**config.mk**
```make
export PLATFORM = sky130hd
export DESIGN_NAME = arbiter_rr_burst_n
export DESIGN_NICKNAME = d
export VERILOG_FILES = /design/src/rtl/arbiter_pkg.sv /design/src/rtl/arbiter_out_buffer.sv /design/src/rtl/arbiter_rr_burst_n.sv
export SDC_FILE = /design/constraint.sdc
export NUM_CORES = 1
export LEC_CHECK = 0
export BUFFER_PORTS_ARGS = -buffer_cell sky130_fd_sc_hd__buf_2
export CAP_MARGIN = 20
export CORE_MARGIN = 1
export CORE_UTILIZATION = 53
export CTS_CLUSTER_DIAMETER = 40
export DETAILED_ROUTE_END_ITERATION = 16
export PLACE_DENSITY = 0.89
export SETUP_SLACK_MARGIN = 0.05
export SYNTH_ARGS = -nofsm -noshare
export SYNTH_HDL_FRONTEND = slang
export SYNTH_SLANG_ARGS = --single-unit
```
**constraint.sdc**
```tcl
create_clock -name clk -period 2.1 [get_ports clk]
set_clock_uncertainty 0.15 [all_clocks]
set_input_delay 0.315 -clock clk [delete_from_list [all_inputs] [get_ports clk]]
set_output_delay 0.315 -clock clk [all_outputs]
set_load 0.01 [all_outputs]
```
**src/rtl/arbiter_pkg.sv**
```systemverilog
// Shared types and helpers for the round-robin burst arbiter.
// Widths here bound the largest requester count the pick function supports.
package arbiter_pkg;

  localparam int MAX_N     = 32;
  localparam int MAX_IDX_W = 5;

  typedef enum logic [1:0] {
    BUF_EMPTY = 2'd0,
    BUF_ONE   = 2'd1,
    BUF_FULL  = 2'd2
  } buf_state_e;

  typedef struct packed {
    logic                 found;
    logic [MAX_IDX_W-1:0] idx;
  } pick_t;

  function automatic int idx_w(input int n);
    return (n <= 2) ? 1 : $clog2(n);
  endfunction

  // First set bit of valid_vec scanning ptr, ptr+1, ..., n-1, 0, ..., ptr-1.
  function automatic pick_t rr_pick(input logic [MAX_N-1:0] valid_vec,
                                    input int unsigned      ptr,
                                    input int unsigned      n);
    pick_t       res;
    int unsigned i;
    res = '0;
    for (int unsigned k = 0; k < MAX_N; k++) begin
      i = ptr + k;
      if (i >= n) i = i - n;
      if (k < n && !res.found && valid_vec[i[MAX_IDX_W-1:0]]) begin
        res.found = 1'b1;
        res.idx   = i[MAX_IDX_W-1:0];
      end
    end
    return res;
  endfunction

endpackage

```
**src/rtl/arbiter_out_buffer.sv**
```systemverilog
// Two-entry output FIFO holding {data, src}; the head is driven straight from storage.
// state     | meaning
// BUF_EMPTY | no beat held, out_valid low
// BUF_ONE   | one beat held, push still allowed
// BUF_FULL  | two beats held, push blocked
module arbiter_out_buffer
  import arbiter_pkg::*;
#(
  parameter int DWIDTH = 16,
  parameter int IDX_W  = 1
) (
  input  logic              clk,
  input  logic              rst,
  input  logic              push,
  input  logic [DWIDTH-1:0] push_data,
  input  logic [IDX_W-1:0]  push_src,
  output logic              full,
  output logic              out_valid,
  output logic [DWIDTH-1:0] out_data,
  output logic [IDX_W-1:0]  out_src,
  input  logic              out_ready
);

  buf_state_e        r_state, w_state_nxt;
  logic [DWIDTH-1:0] r_data [2];
  logic [IDX_W-1:0]  r_src  [2];
  logic              r_wr_ptr, r_rd_ptr;
  logic              w_do_push, w_do_pop;

  assign full      = (r_state == BUF_FULL);
  assign out_valid = (r_state != BUF_EMPTY);
  assign out_data  = r_data[r_rd_ptr];
  assign out_src   = r_src[r_rd_ptr];
  assign w_do_push = push & ~full;
  assign w_do_pop  = out_valid & out_ready;

  always_comb begin
    w_state_nxt = r_state;
    case (r_state)
      BUF_EMPTY: if (w_do_push) w_state_nxt = BUF_ONE;
      BUF_ONE: begin
        if (w_do_push && !w_do_pop)      w_state_nxt = BUF_FULL;
        else if (!w_do_push && w_do_pop) w_state_nxt = BUF_EMPTY;
      end
      BUF_FULL:  if (w_do_pop) w_state_nxt = BUF_ONE;
      default:   w_state_nxt = BUF_EMPTY;
    endcase
  end

  always_ff @(posedge clk or negedge rst) begin
    if (!rst) begin
      r_state   <= BUF_EMPTY;
      r_data[0] <= '0;
      r_data[1] <= '0;
      r_src[0]  <= '0;
      r_src[1]  <= '0;
      r_wr_ptr  <= 1'b0;
      r_rd_ptr  <= 1'b0;
    end else begin
      r_state <= w_state_nxt;
      if (w_do_push) begin
        r_data[r_wr_ptr] <= push_data;
        r_src[r_wr_ptr]  <= push_src;
        r_wr_ptr         <= ~r_wr_ptr;
      end
      if (w_do_pop) r_rd_ptr <= ~r_rd_ptr;
    end
  end

endmodule

```
**src/rtl/arbiter_rr_burst_n.sv**
```systemverilog
// N-to-1 round-robin merge with per-requester burst allowance; in_ready never
// looks at out_ready, so the downstream ready path stops at the output buffer.
module arbiter_rr_burst_n
  import arbiter_pkg::*;
#(
  parameter int DWIDTH = 16,
  parameter int N      = 2,
  parameter int BURST  = 1,
  parameter int IDX_W  = idx_w(N)
) (
  input  logic              clk,
  input  logic              rst,
  input  logic              in_valid [N],
  input  logic [DWIDTH-1:0] in_data  [N],
  output logic              in_ready [N],
  output logic              out_valid,
  output logic [DWIDTH-1:0] out_data,
  output logic [IDX_W-1:0]  out_src,
  input  logic              out_ready
);

  localparam int CNT_W = $clog2(BURST + 1);

  logic [IDX_W-1:0]  r_ptr, w_ptr_nxt;
  logic [CNT_W-1:0]  r_cnt, w_cnt_nxt, w_cnt_inc;
  logic [MAX_N-1:0]  w_valid_vec;
  pick_t             w_pick;
  logic [IDX_W-1:0]  w_win;
  logic              w_full, w_push;
  logic [DWIDTH-1:0] w_push_data;
  logic              w_unused_pick_hi;

  always_comb begin
    w_valid_vec = '0;
    for (int i = 0; i < N; i++) w_valid_vec[i] = in_valid[i];
    w_pick = rr_pick(w_valid_vec, 32'(r_ptr), 32'(N));
  end

  assign w_win            = w_pick.idx[IDX_W-1:0];
  assign w_unused_pick_hi = |(w_pick.idx >> IDX_W);
  // rst gates the grant so nothing is offered while reset is held
  assign w_push           = rst & w_pick.found & ~w_full;
  assign w_push_data      = in_data[w_win];

  always_comb begin
    for (int i = 0; i < N; i++) in_ready[i] = w_push && (w_win == IDX_W'(i));
  end

  always_comb begin
    w_ptr_nxt = r_ptr;
    w_cnt_nxt = r_cnt;
    w_cnt_inc = (w_win == r_ptr) ? r_cnt + 1'b1 : CNT_W'(1);
    if (w_push) begin
      if (w_cnt_inc == CNT_W'(BURST)) begin
        w_ptr_nxt = (w_win == IDX_W'(N - 1)) ? '0 : w_win + 1'b1;
        w_cnt_nxt = '0;
      end else begin
        w_ptr_nxt = w_win;
        w_cnt_nxt = w_cnt_inc;
      end
    end
  end

  always_ff @(posedge clk or negedge rst) begin
    if (!rst) begin
      r_ptr <= '0;
      r_cnt <= '0;
    end else begin
      r_ptr <= w_ptr_nxt;
      r_cnt <= w_cnt_nxt;
    end
  end

  arbiter_out_buffer #(
    .DWIDTH (DWIDTH),
    .IDX_W  (IDX_W)
  ) u_out_buffer (
    .clk       (clk),
    .rst       (rst),
    .push      (w_push),
    .push_data (w_push_data),
    .push_src  (w_win),
    .full      (w_full),
    .out_valid (out_valid),
    .out_data  (out_data),
    .out_src   (out_src),
    .out_ready (out_ready)
  );

endmodule

```
Word-level counts from Yosys, hierarchy flattened
Index checks and enable logic that the tools add are counted.

word-level totals
  register bits = 39
  word-level logic and storage cells = 77

cells by class
  add/subtract/negate cells = 4
  $lt $le $gt $ge = 8
  equal/unequal tests = 5
  muxes and demuxes = 29
  bitwise gates (word level) = 11
  reduce and logical (&&, ||, !) cells = 12

operators with widths
  operator               number
  $mux W16               7
  $bwmux W32             1
  $demux W16 S1          1
  $lt A5 B6 Y1 const B   2
  $mux W6                2
  $bmux W1 S5            2
  $mux W5                2
  $ge A2 B2 Y1 const B   4
  $mux W2                4
  $mux W1                7
  $logic_and A1 B1 Y1    6
  $not A1 Y2             3
  $pmux W2 S3            1
  $and A1 B1 Y1          4
  $not A1 Y1             4
  $logic_not A1 Y1       3
  $ne A3 B1 Y1 const B   1
  $reduce_and A3 Y1      1
  $sub A1 B2 Y3 const B  1
  $sub A2 B2 Y3 const B  1
  $add A1 B1 Y2 const B  1
  $bwmux W2              1
  $eq A2 B1 Y1 const B   1
  $eq A2 B2 Y1 const B   1
  8 further kinds        8

Depth between registers and ports, before layout
  word-level depth = 16
  depth in mapped cells = 6
  depth with buffers taken out = 3

Cells and area by module
From an unflattened synthesis, not the netlist that was laid out.

second synthesis, totals
  cell total of the unflattened synthesis = 137
  area total of the unflattened synthesis = 2014.4 um2

modules (own cells, without submodules)
  module              times used  cells each  area each (um2)  seq. area each (um2)
  arbiter_out_buffer  1           109         1685.4           950.9
  arbiter_rr_burst_n  1           28          329.1            25.0

Worst setup path before layout
OpenSTA, ideal clock, no wires.

  path kind = reg2out
  start point = reg u_out_buffer.r_rd_ptr
  end point = out out_data[11]
  arrival time = 1.263 ns
  data required time = 1.635 ns
  slack = 0.372 ns
  cell stages (with the launch flop) = 4
  buffers on the path = 2
  cells stage by stage = dfrtp_1 -> clkbuf_1 -> buf_2 -> mux2_1

between the ends
  word-level cells in the longest chain between the ends = 4

ends and longest elaborated chain
  what                                         RTL line                  RTL
  start: declaration                           arbiter_out_buffer.sv:27  logic r_wr_ptr, r_rd_ptr;
  start signal: assignment                     arbiter_out_buffer.sv:66  if (w_do_pop) r_rd_ptr <= ~r_rd_ptr;
  $not A1 Y2 (not written as such)             arbiter_out_buffer.sv:32  assign out_data = r_data[r_rd_ptr];
  $mux W16 (not written as such) (3 in a row)  arbiter_out_buffer.sv:32
  end: declaration                             arbiter_rr_burst_n.sv:17  output logic [DWIDTH-1:0] out_data,

Every way passes these cells. The select of a mux whose other input is x is not followed.

==> key figures <==
Run status
  • Status: finished, final reports clean

Synthesis
  • Mean Syn Cell Area: ~11 sq um
  • Mapped Area: approximately 2200 sq um
  • Top FF cell, synth: dfrtp_1
  • Cell variety after synth: 32
  • Synth area leader: dfrtp_1
  • Gate Count Post-Synth: around 210
  • Post-Syn Nets: between 200 and 250
  • Most common library cells after synthesis: 39 x dfrtp_1, 32 x a31oi_1, 32 x a41oi_1, 19 x mux2_1
  • Syn. warnings: 0
  • Post-synth ARST share: 100%
  • Top cell type's share of synthesized area: 43.5%
  • Register area share after synthesis: between 40% and 50%
  • Most common cell in the netlist: dfrtp_1
  • Top cells by area, synth: dfrtp_1 44%, a41oi_1 13%, mux2_1 9.5%, a31oi_1 8.9%, o211ai_1 5.4%
  • FF+latch count, synth: 39
  • EDFF count, synth: 0

Cells and area
  • Final net count: 298
  • FILL cells: 327
  • Fin cells: 312
  • Share of cells above drive strength 1: between 30% and 40%
  • Synth-to-layout area growth: 19.0%
  • Antenna diode count: 0
  • Post-route cell area: 2670 sq um

STA
  • Max Clk Rate: between 0.5 and 0.6 GHz
  • Tcrit/Tclk final: a little over 90%
  • Slew headroom: 62.9%
  • Endpoints failing setup: 0
  • WHS: 0.0742 ns
  • RSZ-0062 raised after global routing: false
  • Setup TNS: 0 ns
  • Final Max Tran Viols: 0
  • Setup WS post-layout: roughly 0.16 ns
  • Hold Fails Final Rpt: 0
  • Worst-margin pin slew: 0.552 ns
  • Fin crit period: 1.94 ns

Critical path
  • Largest stage delay, worst path: 0.42 ns
  • Internal reg-to-reg setup slack: between 0.2 and 0.3 ns
  • Worst R2R End: u_out_buffer.r_data[3]
  • Setup crit end kind: output port
  • Critical path origin: r_ptr
  • Crit path max fanout: 18
  • Crit path max-delay family: flip-flops
  • Slowest CP cell: dfrtp_1
  • Launch point of the worst reg-to-reg path: u_out_buffer.r_state[1]
  • Req. time, crit path: around 1.6 ns
  • Arrival @ worst endpoint: around 1.5 ns
  • Worst Setup Path Type: register to output port
  • Startpoint types: register
  • Worst r2r path cells: 4
  • Crit-path cells: buf_4 > o21ai_0 > nor2_1 > buf_2
  • Buf/Inv on CP: 2

Floorplan
  • Row Count: 23
  • Die X: 67.0 um
  • Die Y: 67.0 um
  • Initial Utilization: 55.7%
  • Core area: 4030 sq um
  • Die area: 4490 sq um
  • Boundary Pins: 57

Power
  • LEAKAGE: 0.00105 uW
  • VDD IR max: 667 uV
  • Power Density: 1300 nW/um^2

Clock tree
  • Clock tree from TritonCTS: done
  • # H-tree levels: 2
  • Clk buf depth: 2
  • Postcts setup bufs: 0
  • Clock root cell: clkbuf_8
  • CTS sink count: 39
  • Cts bufs inserted: 5
  • Clock Latency Late Sink: 0.29 ns
  • Clock slew at reported path FFs: 0.08 ns

Placement
  • Placed Cells: between 300 and 400
  • Hpwl dp: between 3 and 4 mm
  • Cell Area, Placed: 2560 sq um
  • Worst slack, placed: 0.250 ns
  • GP Congestion: 0.814
  • IO Port Bufs: 56

Global route
  • Initial antenna violation count: 0
  • First-pass GRT wire length: 9.75 mm
  • Largest net degree at the start of global routing: 40
  • Number of global-route vias before repair: 2,044
  • GR Util All Layers: 29.8%
  • GRT overflow: 0

Routing
  • Via density: roughly 7
  • Via count: 2,133
  • DRT iter0 DRCs: about 200
  • Detail Route Antenna Nets: 0
  • Wirelength, routed: 6.17 mm
  • Drt wl/cell: about 20 um
  • First-pass DRT Iterations: 4
  • DRC: 0

Min path
  • Min-delay worst type: primary input to async pin

Flow run
  • Number of max-cap violations: 0
[worst reg2reg max path: stages, from the launching register on]
cell     delay (ns)
dfrtp_1        0.47
nor2b_4        0.18
nor4_4         0.49
buf_4          0.30
a31oi_1        0.11
[worst max-delay path by stage]
stage | end | slack, ns | depth (start not counted)
floorplan | out_data[11] | 0.37 | 3
global placement | in_ready[1] | 0.26 | 5
detailed placement | in_ready[1] | 0.25 | 5
CTS | in_ready[0] | 0.18 | 4
global route | in_ready[0] | 0.09 | 4
finish | in_ready[0] | 0.16 | 4
[final cells by class]
type,count,area [sq um],share of cell area (%)
Clock inverter,2,12.5,0.469
Tap cell,50,62.6,2.34
Timing Repair Buffer,71,418,15.7
Multi-Input combinational cell,139,1110,41.4
Sequential cell,39,976,36.6
Inverter,5,21.3,0.797
Clock buffer,6,72.6,2.72
[flip-flops by register name, indices dropped and copies added, names as in the netlist]
name                   flops
u_out_buffer.r_wr_ptr      1
u_out_buffer.r_rd_ptr      1
u_out_buffer.r_src         2
u_out_buffer.r_data       32
r_ptr                      1
u_out_buffer.r_state       2
[layout by cell type, fill, tap and decap left out, types with 3 or more instances in the layout]
cell       n
buf_2     56
dfrtp_1   39
a41oi_1   32
a31oi_1   32
mux2_1    19
o21ai_0   16
o211ai_1  16
buf_4     13
clkbuf_8   5
nor2_1     3
[power breakdown]
| part | internal, uW | switching [uW] | total (uW) |
|---|---|---|---|
| Combinational | 761 | 907 | 1670 |
| Sequential | 1110 | 195 | 1300 |
| Clock | 232 | 262 | 494 |
[through the flow]
stage / power [uW] / utilization [%]
2_1_floorplan: 2390 / -
3_3_place_gp: 2880 / 63.5
3_5_place_dp: 2950 / 63.5
4_1_cts: 3450 / 66.2
5_1_grt: 3680 / 66.2
6_report: 3460 / 66.2
[cell families (layout without fill, tap and decap cells)]
group           after synthesis  after routing  synth area share, %
flops                        39             39                 43.5
compound gates              100            100                 31.9
simple gates                 17             17                 6.25
buf+inv                      31             84                 7.37
mux                          20             20                 10.2
xor+xnor                      2              2                0.781
[repair_timing]
| action | in CTS | in global routing |
|---|---|---|
| resized for setup | 1 | 0 |
| hold endpoints to repair | 39 | 0 |
| hold buffers | 1 | 0 |
| setup endpoints to repair | 1 | 0 |
[per-layer routing]
metal | up-vias | track usage, % | wire (um)
li1 | 958 | - | -
met3 | 17 | 6.51 | 533
met2 | 130 | 45.8 | 3030
met1 | 1028 | 38.8 | 2460
met4 | 0 | 15.4 | 143
met5 | - | 0 | 0
Note: power is estimated with default switching activity, not from simulation.
